File: src/rtl/byte_frame_serializer_if.sv
// Byte-stream input and 3-wire serial output bundle for byte_frame_serializer.
// master = byte source / bus observer side, slave = serializer side.
interface byte_frame_serializer_if;
  logic [7:0] in_data;
  logic       in_valid;
  logic       in_frame_start;
  logic       in_ready;
  logic       ser_data;
  logic       ser_clk;
  logic       ser_latch;
  logic       frame_done;
  logic       resync;

  modport master (
    output in_data, in_valid, in_frame_start,
    input  in_ready, ser_data, ser_clk, ser_latch, frame_done, resync
  );

  modport slave (
    input  in_data, in_valid, in_frame_start,
    output in_ready, ser_data, ser_clk, ser_latch, frame_done, resync
  );
endinterface

File: src/rtl/byte_frame_serializer.sv
// Frame-aligned byte serializer: 1-entry hold register feeding an MSB-first
// shifter that drives a data/clock/latch chain, latching after WORD_COUNT bytes.
module byte_frame_serializer #(
  parameter int WORD_COUNT   = 32,
  parameter int LATCH_CYCLES = 2
) (
  input logic               clk,
  input logic               rst_n,
  byte_frame_serializer_if.slave bus
);
  localparam int IW = $clog2(WORD_COUNT);
  localparam logic [IW-1:0] LAST_IDX = IW'(WORD_COUNT - 1);

  typedef enum logic [1:0] {WAIT_SYNC, SHIFT, IDLE, LATCH} state_t;

  state_t          state;
  logic            hold_valid, hold_tag;
  logic [7:0]      hold_data;
  logic [6:0]      shift_reg;
  logic [2:0]      bit_cnt;
  logic            phase;
  logic [IW-1:0]   idx;
  logic [3:0]      latch_cnt;
  logic            in_ready, ser_data, ser_clk, ser_latch, frame_done, resync;

  logic            byte_end, shifter_free, do_load, drop, accept;
  logic [IW-1:0]   load_idx;

  assign bus.in_ready   = in_ready;
  assign bus.ser_data   = ser_data;
  assign bus.ser_clk    = ser_clk;
  assign bus.ser_latch  = ser_latch;
  assign bus.frame_done = frame_done;
  assign bus.resync     = resync;

  // load_idx is the frame index the byte in the hold register would take if loaded now
  always_comb begin
    byte_end     = (state == SHIFT) && phase && (bit_cnt == 3'd0);
    accept       = bus.in_valid && in_ready;
    shifter_free = 1'b0;
    load_idx     = idx;
    case (state)
      WAIT_SYNC: begin shifter_free = 1'b1; load_idx = '0; end
      IDLE:      shifter_free = 1'b1;
      SHIFT:     begin shifter_free = byte_end && (idx != LAST_IDX); load_idx = idx + IW'(1); end
      LATCH:     begin shifter_free = (latch_cnt == 4'd0); load_idx = '0; end
      default:   ;
    endcase
    do_load = hold_valid && shifter_free && ((state != WAIT_SYNC) || hold_tag);
    drop    = hold_valid && (state == WAIT_SYNC) && !hold_tag;
  end

  always_ff @(posedge clk or negedge rst_n) begin
    if (!rst_n) begin
      state      <= WAIT_SYNC;
      hold_valid <= 1'b0;
      hold_tag   <= 1'b0;
      hold_data  <= '0;
      shift_reg  <= '0;
      bit_cnt    <= '0;
      phase      <= 1'b0;
      idx        <= '0;
      latch_cnt  <= '0;
      in_ready   <= 1'b1;
      ser_data   <= 1'b0;
      ser_clk    <= 1'b0;
      ser_latch  <= 1'b0;
      frame_done <= 1'b0;
      resync     <= 1'b0;
    end else begin
      frame_done <= 1'b0;
      resync     <= 1'b0;

      if (accept) begin
        hold_valid <= 1'b1;
        hold_data  <= bus.in_data;
        hold_tag   <= bus.in_frame_start;
      end else if (do_load || drop) begin
        hold_valid <= 1'b0;
      end
      in_ready <= !(accept || (hold_valid && !(do_load || drop)));

      if (do_load) begin
        state     <= SHIFT;
        shift_reg <= hold_data[6:0];
        ser_data  <= hold_data[7];
        bit_cnt   <= 3'd7;
        phase     <= 1'b0;
        ser_clk   <= 1'b0;
        ser_latch <= 1'b0;
        // a tag always restarts the frame; it is only unexpected off index 0
        idx       <= hold_tag ? '0 : load_idx;
        resync    <= hold_tag && (load_idx != '0);
      end else begin
        case (state)
          SHIFT: begin
            if (!phase) begin
              phase   <= 1'b1;
              ser_clk <= 1'b1;
            end else begin
              phase   <= 1'b0;
              ser_clk <= 1'b0;
              if (bit_cnt != 3'd0) begin
                bit_cnt   <= bit_cnt - 3'd1;
                ser_data  <= shift_reg[6];
                shift_reg <= {shift_reg[5:0], 1'b0};
              end else if (idx == LAST_IDX) begin
                state      <= LATCH;
                ser_latch  <= 1'b1;
                latch_cnt  <= 4'(LATCH_CYCLES - 1);
                frame_done <= (LATCH_CYCLES == 1);
              end else begin
                state <= IDLE;
                idx   <= idx + IW'(1);
              end
            end
          end
          LATCH: begin
            if (latch_cnt == 4'd0) begin
              ser_latch <= 1'b0;
              idx       <= '0;
              state     <= IDLE;
            end else begin
              latch_cnt  <= latch_cnt - 4'd1;
              frame_done <= (latch_cnt == 4'd1);
            end
          end
          default: ;
        endcase
      end
    end
  end
endmodule
File: src/flat_wrapper.sv
// flat-port wrapper written by rule: the top's interface ports become plain ports
module byte_frame_serializer_flat 
#(
  parameter int WORD_COUNT   = 32,
  parameter int LATCH_CYCLES = 2
)
  (clk, rst_n, bus_in_data, bus_in_valid, bus_in_frame_start, bus_in_ready, bus_ser_data, bus_ser_clk, bus_ser_latch, bus_frame_done, bus_resync);
  byte_frame_serializer_if bus_i ();
  input logic clk;
  input logic rst_n;
  input wire logic [$bits(bus_i.in_data)-1:0] bus_in_data;
  input wire logic [$bits(bus_i.in_valid)-1:0] bus_in_valid;
  input wire logic [$bits(bus_i.in_frame_start)-1:0] bus_in_frame_start;
  output wire logic [$bits(bus_i.in_ready)-1:0] bus_in_ready;
  output wire logic [$bits(bus_i.ser_data)-1:0] bus_ser_data;
  output wire logic [$bits(bus_i.ser_clk)-1:0] bus_ser_clk;
  output wire logic [$bits(bus_i.ser_latch)-1:0] bus_ser_latch;
  output wire logic [$bits(bus_i.frame_done)-1:0] bus_frame_done;
  output wire logic [$bits(bus_i.resync)-1:0] bus_resync;
  assign bus_i.in_data = bus_in_data;
  assign bus_i.in_valid = bus_in_valid;
  assign bus_i.in_frame_start = bus_in_frame_start;
  assign bus_in_ready = bus_i.in_ready;
  assign bus_ser_data = bus_i.ser_data;
  assign bus_ser_clk = bus_i.ser_clk;
  assign bus_ser_latch = bus_i.ser_latch;
  assign bus_frame_done = bus_i.frame_done;
  assign bus_resync = bus_i.resync;
  byte_frame_serializer #(.WORD_COUNT(WORD_COUNT), .LATCH_CYCLES(LATCH_CYCLES)) u_core (.clk(clk), .rst_n(rst_n), .bus(bus_i));
endmodule
File: config.mk
export PLATFORM = sky130hd
export DESIGN_NAME = byte_frame_serializer_flat
export DESIGN_NICKNAME = d
export VERILOG_FILES = /design/src/rtl/byte_frame_serializer_if.sv /design/src/rtl/byte_frame_serializer.sv /design/src/flat_wrapper.sv
export SDC_FILE = /design/constraint.sdc
export NUM_CORES = 1
export LEC_CHECK = 0
export BUFFER_PORTS_ARGS = -buffer_cell sky130_fd_sc_hd__buf_2
export CAP_MARGIN = 10
export CORE_MARGIN = 10
export CORE_UTILIZATION = 45
export DETAILED_ROUTE_END_ITERATION = 8
export PLACE_DENSITY = 0.62
export SLEW_MARGIN = 20
export SYNTH_ARGS = -nofsm -noshare
export SYNTH_HDL_FRONTEND = slang
export SYNTH_SLANG_ARGS = --single-unit
File: constraint.sdc
create_clock -name clk -period 3.3 [get_ports clk]
set_input_delay 0.165 -clock clk [delete_from_list [all_inputs] [get_ports clk]]
set_output_delay 0.165 -clock clk [all_outputs]
set_load 0.005 [all_outputs]
Yosys cells after proc, flatten, opt, wreduce, memory -nomap -nowiden. Cells that the tools add are included.

$add $sub $neg: 3. Equal/unequal tests: 15. Multiplexer cells: 47. Bitwise operators: 1. Reduce and logical (&&, ||, !) cells: 35.

Operator list (number): 5-bit 2-to-1 mux (6); 7-bit 2-to-1 mux (4); 5-bit case mux with 2 select lines (2); 1-bit 2-to-1 mux (19); 4-bit 2-to-1 mux (4); 3-bit 2-to-1 mux (4); 2-bit nonzero test (6); 1-bit logical AND (10); 5-bit AND reduction (2); 3-bit by 2-bit inequality test with 1-bit output, second input constant (3); 2-bit 2-to-1 mux (4); 4-bit case mux with 2 select lines (1); 2-bit inequality test, second input constant (3); 3-bit by 1-bit inequality test with 1-bit output, second input constant (2); 6-bit AND reduction (1); 3-bit nonzero test (2); 5-bit by 1-bit adder with 5-bit output, second input constant (1); 5-bit == test, second input constant (1); 5-bit inequality test, second input constant (1); 5-bit nonzero test (1); 2-bit == test, second input constant (2); 4-bit by 1-bit == test with 1-bit output, second input constant (1); 4-bit logical NOT (1); 2-bit case mux with 2 select lines (1); other kinds (14) (19).

Flip-flop bits (word level): 37. Output and inout port bits: 6.

Longest topological paths before layout.
Depth in word-level cells: 12. Depth in mapped cells: 10. Mapped depth without buffers: 8.

Worst setup path after synthesis. Ideal clock, no wire load.

Path type: register to register. Start: register u_core.idx[0]. End: register u_core.idx[3]. Data arrival time: 2054 ps. Data required time: 3176 ps. Path slack: 1122 ps. Cell stages (with the launch flop): 10. Buffers on the path: 1. Path through: dfrtp_1 > ha_1 > and3_1 > ha_1 > inv_1 > a32oi_4 > a21o_1 > buf_6 > a31o_1 > a211o_1.

Longest elaborated chain between the ends: 7. Elaborated cells on any way between the ends: 20.

Ends and longest elaborated chain: start, declared (line byte_frame_serializer.sv:22) `logic [IW-1:0] idx;`; start signal, assigned (line byte_frame_serializer.sv:92) `idx <= hold_tag ? '0 : load_idx;`; start signal, assigned (line byte_frame_serializer.sv:114) `idx <= idx + IW'(1);`; branches (longest 7 deep; another with 5-bit by 1-bit adder with 5-bit output).

Several ways; the timed one is not identified. The select of a mux whose other input is x is not followed. A chain may end at the register's enable or synchronous reset.

Final worst setup path. Same ends and word-level chain as after synthesis.

==> results by group <==
Layout
  – Ant. Diodes: 0
  – Ratio of cells with drive above 1 in the final layout: 20.7%
  – Max reg flops: 8
  – Fin nets: 227
  – Finished Layout Cells: 258
  – Synth-to-Final Area Change: 11.4%
  – Fillers: 352

GRT
  – Largest net degree at the start of global routing: 38
  – Initial antenna violation count: 0
  – Number of global-route vias before repair: 1420
  – First-pass GRT wire length: 6920 µm
  – GRT Total Usage: 11.7%
  – Global route overflow: 0

Die
  – Die height: 85.4 µm
  – Core Area: 0.00406 mm²
  – # IOs: 18
  – Die width: 85.4 µm
  – Die area: 0.00729 mm²
  – Row count: 23
  – Starting Density: 47.4%

Yosys
  – Synth top area share: 46.8%
  – Mapped Cells: 188
  – Post-synth top cells: dfrtp_1 (36), nand2_1 (28), o21ai_0 (12), nand3_1 (11)
  – Synthesized area: 0.00192 mm²
  – Largest area contributor in the netlist: dfrtp_1
  – Post-synth top flop: dfrtp_1
  – Fraction of registers with async set/reset: 100%
  – Post-synth EDFFs: 0
  – Most common cell in the netlist: dfrtp_1
  – Flop and latch count out of synthesis: 37
  – Net Count, Synth: 207
  – Synth Warn #: 0
  – Library cells used by synthesis: 45
  – Syn avg cell area: 10.2 µm²
  – Main area contributors after synthesis: dfrtp_1 (47%), nand2_1 (5.5%), mux2_2 (5.3%), ha_1 (4.6%), a22oi_1 (3.9%)
  – Sequential share of the synthesized area: 48.2%

Critical path
  – CP endpoint: u_core.idx[3]
  – Cell family with most CP delay: compound AO/OA/AOI/OAI gates
  – R2R depth: 8
  – CP Launch Type: flop
  – Crit-path slowest cell: dfrtp_1
  – R2r setup slk: 0.80 ns
  – CP Max Fanout: 19
  – Critical path class: reg2reg
  – Crit path cell chain: ha_1, and3_1, ha_1, inv_1, a32oi_4, a21o_1, a31o_1, a211o_1
  – Crit-path most repeated cell: ha_1
  – Setup crit end kind: flop
  – R2r endpoint: u_core.idx[3]
  – Worst path bufs/invs: 1
  – CP Data Arrival Time: 2.68 ns
  – Largest stage delay, worst path: 0.44 ns
  – Setup crit start: u_core.idx[0]
  – Worst reg2reg startpoint: u_core.idx[0]
  – WP data required: 3.48 ns
  – Worst path depth: 8

Clock tree
  – Clock sinks: 37
  – H-tree depth: 2
  – Clk buf depth: 2
  – CTS Buf Count: 5
  – Clock transition at path regs: 0.07 ns
  – Clock Latency Late Sink: 0.29 ns
  – Root buffer cell: clkbuf_8
  – CTS tree: done
  – CTS resizes: 0

Timing
  – Slew Viols, Final: 0
  – Slew HR: 46.5%
  – Final hold vios: 0
  – RSZ-0062 raised after global routing: no
  – WHS: 0.103 ns
  – Setup Skew: 0.00225 ns
  – Least-Margin Pin Slew: 0.803 ns
  – Crit path time final: 2.50 ns
  – Post-Route Setup TNS: 0 ns
  – Peak Freq: 0.400 GHz
  – Final setup fails: 0
  – Final period util: 75.8%

Power and ir drop
  – Internal Power: 0.00108 W
  – Clock group share of total power: 18.5%
  – Net Sw Power: 0.000650 W
  – Sequential group share of total power: 43.5%
  – PwrDens: 807 mW/mm²
  – Combinational share of power: 38.0%
  – Switch share: 37.6%
  – Leakage: 0.994 nW
  – Worst-case vdd ir drop: 342 µV

Routing
  – Wire per inst: 15.4 µm
  – Vias: 1445
  – Vias per inst: 5.60
  – First DRT Iteration DRCs: 150
  – DRT antenna net count: 0
  – Number of iterations in the first detailed-routing pass: 4
  – WL final: 3980 µm
  – Residual DRC count: 0

Job
  – Number of max-cap violations: 0

Status
  – Outcome: complete, no violations

Placement
  – Port buffer count: 17
  – GP Congestion: 0.838
  – Hpwl dp: 2850 µm
  – Cell total after placement: 250

Worst hold path
  – Hold path depth: 2
  – Min-delay worst type: in2reg
routing by layer:
layer	global-route usage [%]	vias to the layer above	wire, µm	part of all wire (%)
met1	14.2	688	1860	47
met2	18.1	35	1850	47
met3	4.02	6	194	4.9
li1	-	716	-	-
met5	0	-	0	0
met4	5.84	0	70	1.8
stage by stage:
stage	setup slack (ns)	area [µm²]	total power, W	utilization, %
detailed placement	0.819	2050	0.00142	50.4
finish	0.799	2140	0.00173	52.8
global route	0.642	2140	0.00187	52.8
global placement	0.862	2050	0.00140	50.4
CTS	0.809	2140	0.00175	52.8
floorplan	1.12	1920	0.00125	-
timing repair:
action | in CTS | in global routing
setup buffers | 0 | 0
hold endpoints to repair | 36 | 0
hold buffers | 1 | 0
setup endpoints to repair | 0 | 0
layout make-up:
cell class	instances	area [µm²]	share of cell area, %
repair buffers	21	118	5.49
well taps	50	62.6	2.92
multi-input cells	133	912	42.6
flip-flops and latches	37	927	43.3
inverters	10	37.5	1.75
clock buffers	7	86.3	4.03
logic make-up after synthesis:
group	share of synthesized area (%)
buffers and inverters	4.42
and+or+nand+nor	16.4
AOI/OAI and AO/OA	18.1
muxes	6.05
xor gates and xnor gates	2.28
DFF	48.2
adders and majority gates	4.55
how the worst min path moves through the flow:
stage | start | to | slack (ns)
CTS | bus_in_data[0] | u_core.hold_data[0] | 0.09
global route | bus_in_data[5] | u_core.hold_data[5] | 0.1
finish | bus_in_data[0] | u_core.hold_data[0] | 0.10
floorplan | rst_n | u_core.bit_cnt[0] | -0.13
detailed placement | rst_n | u_core.bus.ser_latch | 0.31
global placement | rst_n | u_core.state[1] | 0.30
power groups by stage:
stage	logic [W]	registers, W	clock network [W]
floorplan	0.000521	0.000729	0
global placement	0.000643	0.000755	0
detailed placement	0.000659	0.000762	0
CTS	0.000663	0.000753	0.000331
global route	0.000741	0.000782	0.000350
finish	0.000658	0.000753	0.000319
layout by cell type (no fill, tap or decap), types with 2 or more instances in the layout:
cell,Yosys,routed
a2111oi_0,4,4
nand2_1,28,28
nand2b_1,5,5
nand3_1,11,11
buf_4,2,3
a22oi_1,10,10
xor2_1,2,2
ha_1,7,7
mux2_2,9,9
xnor2_1,3,3
a31oi_1,4,4
inv_1,10,10
dfrtp_1,36,36
and3_1,3,3
a21oi_1,4,4
clkbuf_8,0,6
buf_2,2,17
nor2_1,7,7
o21ai_0,12,12
(Power assumes the default switching activity.)
